$ cat src/rtl/spi_pkg.sv
// Shared types for the SPI transfer controller: request modes and controller states.
package spi_pkg;

  typedef enum logic [1:0] {
    REQ_IDLE = 2'd0,
    REQ_TX   = 2'd1,
    REQ_RX   = 2'd2,
    REQ_FD   = 2'd3
  } req_mode_t;

  typedef enum logic [2:0] {
    IDLE  = 3'd0,
    ISSUE = 3'd1,
    XFER  = 3'd2,
    STORE = 3'd3,
    GAP   = 3'd4
  } xfer_state_t;

  function automatic logic mode_has_rx(input req_mode_t m);
    return (m == REQ_RX) || (m == REQ_FD);
  endfunction

endpackage

$ cat src/rtl/spi_sync_fifo.sv
// Single-clock FIFO, power-of-two depth; a push into a full FIFO succeeds when a pop happens in the same cycle.
module spi_sync_fifo #(
  parameter int WIDTH = 8,
  parameter int DEPTH = 4
) (
  input  logic                     clk,
  input  logic                     rst,
  input  logic                     push,
  input  logic [WIDTH-1:0]         din,
  input  logic                     pop,
  output logic [WIDTH-1:0]         dout,
  output logic                     full,
  output logic                     empty,
  output logic [$clog2(DEPTH):0]   count
);

  localparam int AW = $clog2(DEPTH);
  localparam logic [AW:0] FULL_CNT = DEPTH[AW:0];

  logic [WIDTH-1:0] mem [DEPTH];
  logic [AW-1:0]    wr_ptr;
  logic [AW-1:0]    rd_ptr;
  logic             do_push;
  logic             do_pop;

  assign empty   = (count == '0);
  assign full    = (count == FULL_CNT);
  assign do_pop  = pop && !empty;
  assign do_push = push && (!full || do_pop);
  assign dout    = mem[rd_ptr];

  always_ff @(posedge clk) begin
    if (!rst) begin
      wr_ptr <= '0;
      rd_ptr <= '0;
      count  <= '0;
    end else begin
      if (do_push) wr_ptr <= wr_ptr + 1'b1;
      if (do_pop)  rd_ptr <= rd_ptr + 1'b1;
      case ({do_push, do_pop})
        2'b10:   count <= count + 1'b1;
        2'b01:   count <= count - 1'b1;
        default: count <= count;
      endcase
    end
  end

  always_ff @(posedge clk) begin
    if (do_push) mem[wr_ptr] <= din;
  end

endmodule

$ cat src/rtl/spi_xfer_ctrl.sv
// Queues SPI commands, sequences one spi_top transfer at a time and buffers received words in order.
module spi_xfer_ctrl
  import spi_pkg::*;
#(
  parameter int SPI_TRF_BIT = 8,
  parameter int FIFO_DEPTH  = 4,
  parameter int TIMEOUT     = 4096
) (
  input  logic                   clk,
  input  logic                   rst,
  input  logic                   cmd_valid,
  output logic                   cmd_ready,
  input  logic [1:0]             cmd_mode,
  input  logic [SPI_TRF_BIT-1:0] cmd_data,
  output logic                   rsp_valid,
  input  logic                   rsp_ready,
  output logic [SPI_TRF_BIT-1:0] rsp_data,
  output logic [1:0]             req,
  output logic [7:0]             wait_duration,
  output logic [SPI_TRF_BIT-1:0] din_master,
  input  logic [SPI_TRF_BIT-1:0] dout_master,
  input  logic                   done_tx,
  input  logic                   done_rx,
  input  logic [7:0]             cfg_wait,
  input  logic [3:0]             cfg_gap,
  output logic                   busy,
  output logic                   err_timeout
);

  localparam int CW = $clog2(FIFO_DEPTH) + 1;
  localparam int TW = $clog2(TIMEOUT + 1);
  localparam logic [TW-1:0] TMO_LAST = TW'(TIMEOUT - 1);
  localparam logic [CW-1:0] RSP_FULL_CNT = CW'(FIFO_DEPTH);

  xfer_state_t            state;
  req_mode_t              cur_mode;
  logic [SPI_TRF_BIT-1:0] cur_data;
  logic [SPI_TRF_BIT-1:0] rsp_word;
  logic [7:0]             cur_wait;
  logic                   tx_seen;
  logic                   rx_seen;
  logic [TW-1:0]          timer;
  logic [3:0]             gap_cnt;
  logic [3:0]             gap_last;

  logic                     cmd_push, cmd_pop, cmd_full, cmd_empty;
  logic [CW-1:0]            cmd_count;
  logic [SPI_TRF_BIT+1:0]   cmd_head;
  logic                     rsp_push, rsp_pop, rsp_full, rsp_empty;
  logic [CW-1:0]            rsp_count;

  logic tx_now, rx_now, xfer_done, timed_out, store_ok, drive;

  // Mode-0 commands complete the handshake but never enter the queue.
  assign cmd_ready = rst && !cmd_full;
  assign cmd_push  = cmd_valid && cmd_ready && (cmd_mode != 2'd0);
  assign cmd_pop   = (state == IDLE) && !cmd_empty;

  spi_sync_fifo #(.WIDTH(SPI_TRF_BIT + 2), .DEPTH(FIFO_DEPTH)) u_cmd_fifo (
    .clk   (clk),
    .rst   (rst),
    .push  (cmd_push),
    .din   ({cmd_mode, cmd_data}),
    .pop   (cmd_pop),
    .dout  (cmd_head),
    .full  (cmd_full),
    .empty (cmd_empty),
    .count (cmd_count)
  );

  assign rsp_valid = rst && !rsp_empty;
  assign rsp_pop   = rsp_valid && rsp_ready;
  assign rsp_push  = (state == STORE);
  assign store_ok  = !rsp_full || rsp_pop;

  spi_sync_fifo #(.WIDTH(SPI_TRF_BIT), .DEPTH(FIFO_DEPTH)) u_rsp_fifo (
    .clk   (clk),
    .rst   (rst),
    .push  (rsp_push),
    .din   (rsp_word),
    .pop   (rsp_pop),
    .dout  (rsp_data),
    .full  (rsp_full),
    .empty (rsp_empty),
    .count (rsp_count)
  );

  // Done pulses are folded in the same cycle so simultaneous tx/rx completion exits at once.
  assign tx_now = tx_seen | done_tx;
  assign rx_now = rx_seen | done_rx;

  always_comb begin
    xfer_done = 1'b1;
    case (cur_mode)
      REQ_TX:  xfer_done = tx_now;
      REQ_RX:  xfer_done = rx_now;
      REQ_FD:  xfer_done = tx_now && rx_now;
      default: xfer_done = 1'b1;
    endcase
  end

  assign timed_out = (state == XFER) && !xfer_done && (timer == TMO_LAST);
  assign gap_last  = (cfg_gap == 4'd0) ? 4'd0 : cfg_gap - 4'd1;

  always_ff @(posedge clk) begin
    if (!rst) begin
      state    <= IDLE;
      cur_mode <= REQ_IDLE;
      cur_data <= '0;
      cur_wait <= '0;
      rsp_word <= '0;
      tx_seen  <= 1'b0;
      rx_seen  <= 1'b0;
      timer    <= '0;
      gap_cnt  <= '0;
    end else begin
      case (state)
        IDLE: begin
          if (!cmd_empty) begin
            cur_mode <= req_mode_t'(cmd_head[SPI_TRF_BIT +: 2]);
            cur_data <= cmd_head[SPI_TRF_BIT-1:0];
            state    <= ISSUE;
          end
        end
        ISSUE: begin
          cur_wait <= cfg_wait;
          tx_seen  <= 1'b0;
          rx_seen  <= 1'b0;
          timer    <= '0;
          state    <= XFER;
        end
        XFER: begin
          tx_seen <= tx_now;
          rx_seen <= rx_now;
          timer   <= timer + 1'b1;
          if (xfer_done) begin
            gap_cnt <= '0;
            if (mode_has_rx(cur_mode)) begin
              rsp_word <= dout_master;
              state    <= STORE;
            end else begin
              state <= GAP;
            end
          end else if (timed_out) begin
            gap_cnt <= '0;
            state   <= GAP;
          end
        end
        STORE: begin
          if (store_ok) state <= GAP;
        end
        GAP: begin
          if (gap_cnt == gap_last) state <= IDLE;
          else gap_cnt <= gap_cnt + 1'b1;
        end
        default: state <= IDLE;
      endcase
    end
  end

  // Outputs are gated by rst so an aborted transfer releases spi_top in the reset cycle itself.
  assign drive         = rst && ((state == ISSUE) || (state == XFER));
  assign req           = drive ? cur_mode : REQ_IDLE;
  assign din_master    = drive ? cur_data : '0;
  assign wait_duration = !rst ? 8'd0 :
                         (state == ISSUE) ? cfg_wait :
                         (state == XFER)  ? cur_wait : 8'd0;
  assign busy          = rst && ((state != IDLE) || (cmd_count != '0));
  assign err_timeout   = rst && timed_out;

  a_rsp_full_count: assert property (@(posedge clk) disable iff (!rst)
    rsp_full == (rsp_count == RSP_FULL_CNT));

endmodule

$ cat config.mk
export PLATFORM = sky130hd
export DESIGN_NAME = spi_xfer_ctrl
export DESIGN_NICKNAME = d
export VERILOG_FILES = /design/src/rtl/spi_pkg.sv /design/src/rtl/spi_sync_fifo.sv /design/src/rtl/spi_xfer_ctrl.sv
export SDC_FILE = /design/constraint.sdc
export NUM_CORES = 1
export LEC_CHECK = 0
export CORE_MARGIN = 2
export CORE_UTILIZATION = 60
export DETAILED_ROUTE_END_ITERATION = 8
export GPL_TIMING_DRIVEN = 0
export PLACE_DENSITY = 0.84
export RECOVER_POWER = 100
export SYNTH_ARGS = -nofsm -noshare
export SYNTH_HDL_FRONTEND = slang
export SYNTH_SLANG_ARGS = --single-unit
$ cat constraint.sdc
create_clock -name clk -period 7.5 [get_ports clk]
set_input_delay 1.125 -clock clk [delete_from_list [all_inputs] [get_ports clk]]
set_output_delay 1.125 -clock clk [all_outputs]
set_load 0.03 [all_outputs]
==> metrics.md, run 1 <==
| Metric | Value |
|---|---|
| Worst-Skew Late Latency | `0.53 ns` |
| Post-synth top flop | `edfxtp_1` |
| DR pass1 iterations | `5` |
| Vias | `4186` |
| RR Startpoint | `state[1]` |
| Seq pwr share | `0.398` |
| Die Ht | `102 um` |
| Synth top cells by count | `edfxtp_1 (72), dfxtp_1 (64), nand2_1 (62)` |
| CP Max Fanout | `10` |
| Hold Vio Cnt, Final | `0` |
| Skew final | `0.00630 ns` |
| Detailed Place HPWL | `8.19 mm` |
| Static Leak | `2.57 nW` |
| R2R Setup Slk | `4.73 ns` |
| DRT iter0 DRCs | `297` |
| Critical Path Start Type | `register` |
| Hold-fix buffer count after cts | `0` |
| Ys async rst share | `0` |
| Area leader, netlist | `edfxtp_1` |
| Pin count of the biggest net entering global routing | `17` |
| Clock slew at reported path FFs | `0.06 ns` |
| Largest cells by area after synthesis | `edfxtp_1 (37%), dfxtp_1 (22%), mux4_2 (7.0%)` |
| Routed Antenna Nets | `0` |
| Nets | `627` |
| Avg WL per Cell | `17.6 um` |
| RSZ-0062 raised after global routing | `false` |
| Syn nets | `543` |
| Ant diodes | `0` |
| Period utilization | `0.639` |
| Hold Path Depth | `2` |
| Met3 usage | `0.0752` |
| HP Class | `reg -> reg` |
| Pwr per Cell Area | `312 nW/um^2` |
| Pint | `1.53 mW` |
| Sequential area share after synthesis | `0.595` |
| Share of layout cells above drive strength 1 | `0.102` |
| Die X | `102 um` |
| Worst Hold End | `cur_wait[2]` |
| Pwr Total | `2.24 mW` |
| Endpoint type of the worst setup path | `primary output` |
| CTS tree | `built` |
| Synth warn | `0` |
| Crit path kind | `reg -> out` |
| Syn Area/Cell | `11.7 um^2` |
| IO Count | `66` |
| Crit path DAT | `3.67 ns` |
| Relative slew slack | `0.292` |
| Total wire length | `12.7 mm` |
| Number of cell rows | `35` |
| Clock sinks | `136` |
| NetSw | `701 uW` |
| Vias in the first global route | `4198` |
| Worst VDD drop | `0.242 mV` |
| Grt met2 use | `0.456` |
| Total grt overflow | `0` |
| Setup_tns | `0 ns` |
| Core area | `9280 um^2` |
| Area post-placement | `6600 um^2` |
| Detail-routed via count per cell | `5.81` |
| Critical Path RT | `6.38 ns` |
| Synth Instances | `494` |
| Post-cts repair resize count | `0` |
| Status | `complete, no violations` |
| Number of synthesized flops with an enable pin | `72` |
| Root Buffer Master | `clkbuf_8` |
| Routing usage on met1 | `0.321` |
| Max-cap viol count | `0` |
| CTS buffer count | `17` |
| Netlist cell types | `53` |
| #FFs+latches synth | `136` |
| Area Overhead vs Synth | `23.9%` |
| Input/output buffers | `65` |
| Gr busiest metal | `met2` |
| Fmax | `209 MHz` |
| All-Layer GR Usage | `0.264` |
| Sw Ratio | `0.314` |
| CTS H-tree lvls | `4` |
| Share of total power in combinational logic | `0.239` |
| Initial Util | `0.623` |
| Final Slew Violations | `0` |
| Die area | `10400 um^2` |
| Placer Congestion | `0.840` |
| Mapped Area | `5780 um^2` |
| Top cell type's share of synthesized area | `0.374` |
| Most common cell in the synthesized netlist | `edfxtp_1` |
| FF-to-FF path depth | `11` |
| Setup-failing EPs final | `0` |
| Initial antenna violation count | `0` |
| Max clock buf depth | `2` |
| Worst R2R End | `u_cmd_fifo.count[2]` |
| Fillers | `572` |
| Post-CTS Setup Inserts | `0` |
| Number of remaining DRC errors | `0` |
| Min cycle time layout | `4.79 ns` |
| Clock power frac | `0.363` |
| Worst-Margin Slew | `1.06 ns` |
| First-pass GRT wire length | `20.5 mm` |
| Final instance area | `7170 um^2` |
| Origin of the worst min-delay path | `cur_wait[2]` |
cells by family (layout without fill, tap and decap cells):
kind of cell	Yosys count	count (layout)	synth area share
adder cells (fa/ha/maj)	13	13	0.0307
flip-flops	136	136	0.595
multiplexers	28	28	0.0874
AO/OA/AOI/OAI	89	89	0.0921
XOR/XNOR	12	12	0.0182
buffers and inverters	39	136	0.0264
AND/OR/NAND/NOR	177	177	0.150
sequential cells by signal, summed over array words and instances, names as in the netlist, 3 cells and up, named ones only:
| name | count |
|---|---|
| cur_data | 8 |
| cur_wait | 8 |
| gap_cnt | 4 |
| rsp_word | 8 |
| state | 3 |
| timer | 13 |
| u_cmd_fifo.count | 3 |
| u_cmd_fifo.mem | 40 |
| u_rsp_fifo.count | 3 |
| u_rsp_fifo.mem | 32 |
layer usage:
| layer | part of all wire | vias to the layer above |
|---|---|---|
| li1 | - | 1964 |
| met1 | 0.40 | 2065 |
| met2 | 0.53 | 139 |
| met3 | 0.058 | 18 |
| met4 | 0.012 | 0 |
| met5 | 0 | - |
per-stage QoR:
| stage | util | std cells | worst slack [ns] | hold slack, ns |
|---|---|---|---|---|
| floorplan | - | 494 | 3.90 | 0.432 |
| global placement | 0.711 | 688 | 3.01 | 0.439 |
| detailed placement | 0.711 | 688 | 3.01 | 0.444 |
| CTS | 0.773 | 720 | 3.00 | 0.454 |
| global route | 0.772 | 720 | 2.41 | 0.471 |
| finish | 0.772 | 720 | 2.71 | 0.455 |
layout make-up:
type	count	area, um^2	area share
Buffer	24	93.8	0.0131
Timing Repair Buffer	65	651	0.0908
Tap cell	129	161	0.0225
Multi-Input combinational cell	319	2180	0.305
Clock buffer	17	414	0.0578
Inverter	15	56.3	0.00785
Clock inverter	15	165	0.0230
Sequential cell	136	3440	0.480
power by group through the flow:
stage	combinational, mW	sequential [mW]	clock, mW
2_1_floorplan	0.385	0.890	0
3_3_place_gp	0.513	0.897	0
3_5_place_dp	0.530	0.901	0
4_1_cts	0.545	0.889	0.819
5_1_grt	0.586	0.895	0.852
6_report	0.533	0.890	0.812
placed cells by master, fill, tap and decap left out, types with 3 or more instances in the layout:
cell type and count:
xnor2_1 5, a21oi_1 54, dfxtp_1 64, clkinvlp_4 4
clkbuf_1 20, nand2_1 62, o22ai_1 3, and2_1 3
nor2_1 40, clkbuf_16 16, or2_2 4, clkdlybuf4s50_1 23
mux4_2 18, o21ai_0 6, nand3b_1 5, nand4_1 4
dlygate4sd3_1 42, nand3_1 10, nand2b_1 4, inv_1 15
o211ai_1 6, ha_1 11, and2_0 9, mux2i_1 10
and3_1 12, buf_2 3, edfxtp_1 72, xor2_1 7
inv_6 6, or3_1 8, nor3_1 4
worst max path at each step:
stage / startpoint / endpoint / slack (ns) / depth (start not counted)
final: state[1] / wait_duration[1] / 2.71 / 8
after global routing: state[1] / wait_duration[1] / 2.41 / 8
after detailed placement: rst / busy / 3.01 / 6
after CTS: rst / busy / 3.00 / 6
after global placement: rst / busy / 3.01 / 6
after floorplan: done_tx / err_timeout / 3.90 / 3
worst max-delay path, cell delays in order (launching register included):
cell	delay (ns)
dfxtp_1	0.33
clkbuf_1	0.34
nor2b_1	0.36
and2_0	0.27
clkbuf_1	0.35
clkbuf_1	0.45
nand2_1	0.10
a21oi_1	0.16
dlygate4sd3_1	0.77
Note: power is estimated with default switching activity, not from simulation.
==> run 2: changes to the inputs <==
--- a/config.mk
+++ b/config.mk
@@ -6,10 +6,10 @@
 export NUM_CORES = 1
 export LEC_CHECK = 0
 export CORE_MARGIN = 2
-export CORE_UTILIZATION = 60
+export CORE_UTILIZATION = 56
 export DETAILED_ROUTE_END_ITERATION = 8
 export GPL_TIMING_DRIVEN = 0
-export PLACE_DENSITY = 0.84
+export PLACE_DENSITY = 0.8
 export RECOVER_POWER = 100
 export SYNTH_ARGS = -nofsm -noshare
 export SYNTH_HDL_FRONTEND = slang
==> constraint.sdc (replaced) <==
create_clock -name clk -period 4.94 [get_ports clk]
set_input_delay 0.741 -clock clk [delete_from_list [all_inputs] [get_ports clk]]
set_output_delay 0.741 -clock clk [all_outputs]
set_load 0.03 [all_outputs]
==> metrics.md, run 2 (same netlist as run 1, synthesis figures left out) <==
| Metric | Value |
|---|---|
| Status | `complete, no violations (unchanged)` |
| Pwr Total | `3.35 mW (was 2.24 mW)` |
| Final Slew Violations | `0 (unchanged)` |
| Initial Util | `0.568 (was 0.623)` |
| Multi-input gate area | `2180 um^2 (unchanged)` |
| Worst VDD drop | `0.357 mV (was 0.242 mV)` |
| Detail-routed via count per cell | `5.59 (was 5.81)` |
| RSZ-0062 raised after global routing | `false (unchanged)` |
| Ant diodes | `0 (unchanged)` |
| Max-cap viol count | `0 (unchanged)` |
| Top Registers | `u_cmd_fifo.mem x40, u_rsp_fifo.mem x32, timer x13 (unchanged)` |
| Fillers | `709 (was 572)` |
| Share of layout cells above drive strength 1 | `0.0998 (was 0.102)` |
| IO Count | `66 (unchanged)` |
| Commonest non-fill, non-tap cell in the layout | `edfxtp_1 (unchanged)` |
| Dpl ws | `1.22 ns (was 3.01 ns)` |
| R2R Setup Slk | `2.18 ns (was 4.73 ns)` |
| Post-CTS Setup Inserts | `0 (unchanged)` |
| Clock sinks | `136 (unchanged)` |
| Worst R2R End | `u_cmd_fifo.count[2] (unchanged)` |
| Worst-Skew Late Latency | `0.53 ns (about the same)` |
| CTS tree | `built (unchanged)` |
| Pwr per Cell Area | `466 nW/um^2 (was 312 nW/um^2)` |
| Pin count of the biggest net entering global routing | `17 (unchanged)` |
| Max reg flops | `40 (unchanged)` |
| Crit path DAT | `3.52 ns (was 3.67 ns)` |
| Static Leak | `2.59 nW (was 2.57 nW)` |
| Root Buffer Master | `clkbuf_8 (unchanged)` |
| Crit path kind | `reg -> out (unchanged)` |
| Period utilization | `0.863` |
| DR pass1 iterations | `7 (was 5)` |
| Hold Vio Cnt, Final | `0 (unchanged)` |
| Avg WL per Cell | `16.3 um (was 17.6 um)` |
| Worst-Margin Slew | `1.06 ns (about the same)` |
| Total grt overflow | `0 (unchanged)` |
| Min cycle time layout | `4.26 ns` |
| Post-cts repair resize count | `0 (unchanged)` |
| Area Overhead vs Synth | `24.2% (was 23.9%)` |
| Number of cell rows | `37 (was 35)` |
| Setup_tns | `0 ns (unchanged)` |
| Endpoint type of the worst setup path | `primary output (unchanged)` |
| Critical Path Start Type | `register (unchanged)` |
| Routing usage on met1 | `0.271 (was 0.321)` |
| Die Ht | `106 um (was 102 um)` |
| FF-to-FF path depth | `11 (unchanged)` |
| Total wire length | `11.9 mm (was 12.7 mm)` |
| Detailed Place HPWL | `7.99 mm (was 8.19 mm)` |
| DRT iter0 DRCs | `262 (was 297)` |
| Met3 usage | `0.0668 (was 0.0752)` |
| Hold-fix buffer count after cts | `0 (unchanged)` |
| All-Layer GR Usage | `0.227 (was 0.264)` |
| Die X | `106 um (was 102 um)` |
| Max clock buf depth | `2 (unchanged)` |
| Setup-failing EPs final | `0 (unchanged)` |
| Biggest register | `u_cmd_fifo.mem (unchanged)` |
| Critical Path RT | `4.20 ns (was 6.38 ns)` |
| Skew final | `0.00831 ns (was 0.00630 ns)` |
| Clock slew at reported path FFs | `0.06 ns (about the same)` |
| Vias | `4065 (was 4186)` |
| Input/output buffers | `65 (unchanged)` |
| CTS buffer count | `17 (unchanged)` |
| Gr busiest metal | `met2 (unchanged)` |
| RR Startpoint | `state[2] (was state[1])` |
| Fmax | `235 MHz` |
| Origin of the worst min-delay path | `cur_wait[0] (was cur_wait[2])` |
| Vias in the first global route | `4064 (was 4198)` |
| Most frequent cells in the layout | `edfxtp_1 (72), dfxtp_1 (64), nand2_1 (62) (unchanged)` |
| Routed Antenna Nets | `0 (unchanged)` |
| Register area | `3440 um^2 (unchanged)` |
| Placer Congestion | `0.833 (was 0.840)` |
| CTS H-tree lvls | `4 (unchanged)` |
| HP Class | `reg -> reg (unchanged)` |
| Relative slew slack | `0.293 (was 0.292)` |
| Number of remaining DRC errors | `0 (unchanged)` |
| Die area | `11200 um^2 (was 10400 um^2)` |
| PnR worst setup slack | `0.678 ns (was 2.71 ns)` |
| Grt met2 use | `0.397 (was 0.456)` |
| Core area | `10200 um^2 (was 9280 um^2)` |
| Initial antenna violation count | `0 (unchanged)` |
| First-pass GRT wire length | `19.4 mm (was 20.5 mm)` |
| Worst Hold End | `cur_wait[0] (was cur_wait[2])` |
| Nets | `627 (unchanged)` |
| Hold Path Depth | `2 (unchanged)` |
| CP Max Fanout | `10 (unchanged)` |
## run 2: cell types whose count changed in the layout (fill, tap and decap cells not counted), sizes merged
| cell | before | now |
|---|---|---|
| clkinv | 3 | 5 |
| bufinv | 2 | 0 |
| inv | 21 | 15 |
| clkbuf | 37 | 47 |
| clkinvlp | 4 | 0 |
## run 2: worst max path at each step
stage / to / start / depth (start not counted) / slack [ns]
after global placement: busy / rst / 6 / 1.23
final: wait_duration[4] / state[2] / 8 / 0.68
after global routing: wait_duration[4] / state[2] / 8 / 0.48
after CTS: wait_duration[4] / state[1] / 8 / 1.06
after floorplan: err_timeout / state[1] / 5 / 1.95
after detailed placement: busy / rst / 6 / 1.22
## run 2: final cells by class
cell class / instances / share of cell area
tap: 136 / 0.0237
multi-input combinational: 319 / 0.304
clock inverter: 5 / 0.00401
timing repair buffer: 65 / 0.0906
sequential: 136 / 0.479
buffer: 24 / 0.0131
clock buffer: 27 / 0.0775
inverter: 15 / 0.00784
## run 2: layer usage
layer | up-vias | part of all wire | routed length, um
met2 | 115 | 0.51 | 6100
met4 | 0 | 0.014 | 165
met5 | - | 0 | 0
met1 | 1971 | 0.42 | 4950
met3 | 12 | 0.055 | 657
li1 | 1967 | - | -
## run 2: per-stage QoR
| stage | area (um^2) | utilization | cells | hold WS (ns) |
|---|---|---|---|---|
| floorplan | 5780 | - | 494 | 0.432 |
| finish | 7180 | 0.705 | 727 | 0.454 |
| CTS | 7190 | 0.706 | 727 | 0.454 |
| global route | 7180 | 0.705 | 727 | 0.469 |
| detailed placement | 6610 | 0.649 | 695 | 0.447 |
| global placement | 6610 | 0.649 | 695 | 0.442 |
## run 2: critical path: stages, from the launching register on
cell and delay [ns]:
dfxtp_1 0.30, clkbuf_1 0.19, nor2b_1 0.32, and2_0 0.28, clkbuf_1 0.37, clkbuf_1 0.44, nand2_1 0.13, a21oi_1 0.21
dlygate4sd3_1 0.77
## run 2: report_power, final
part	switching, mW	internal, mW
Sequential	0.0639	1.29
Clock	0.443	0.762
Combinational	0.477	0.317
Total	0.984	2.37
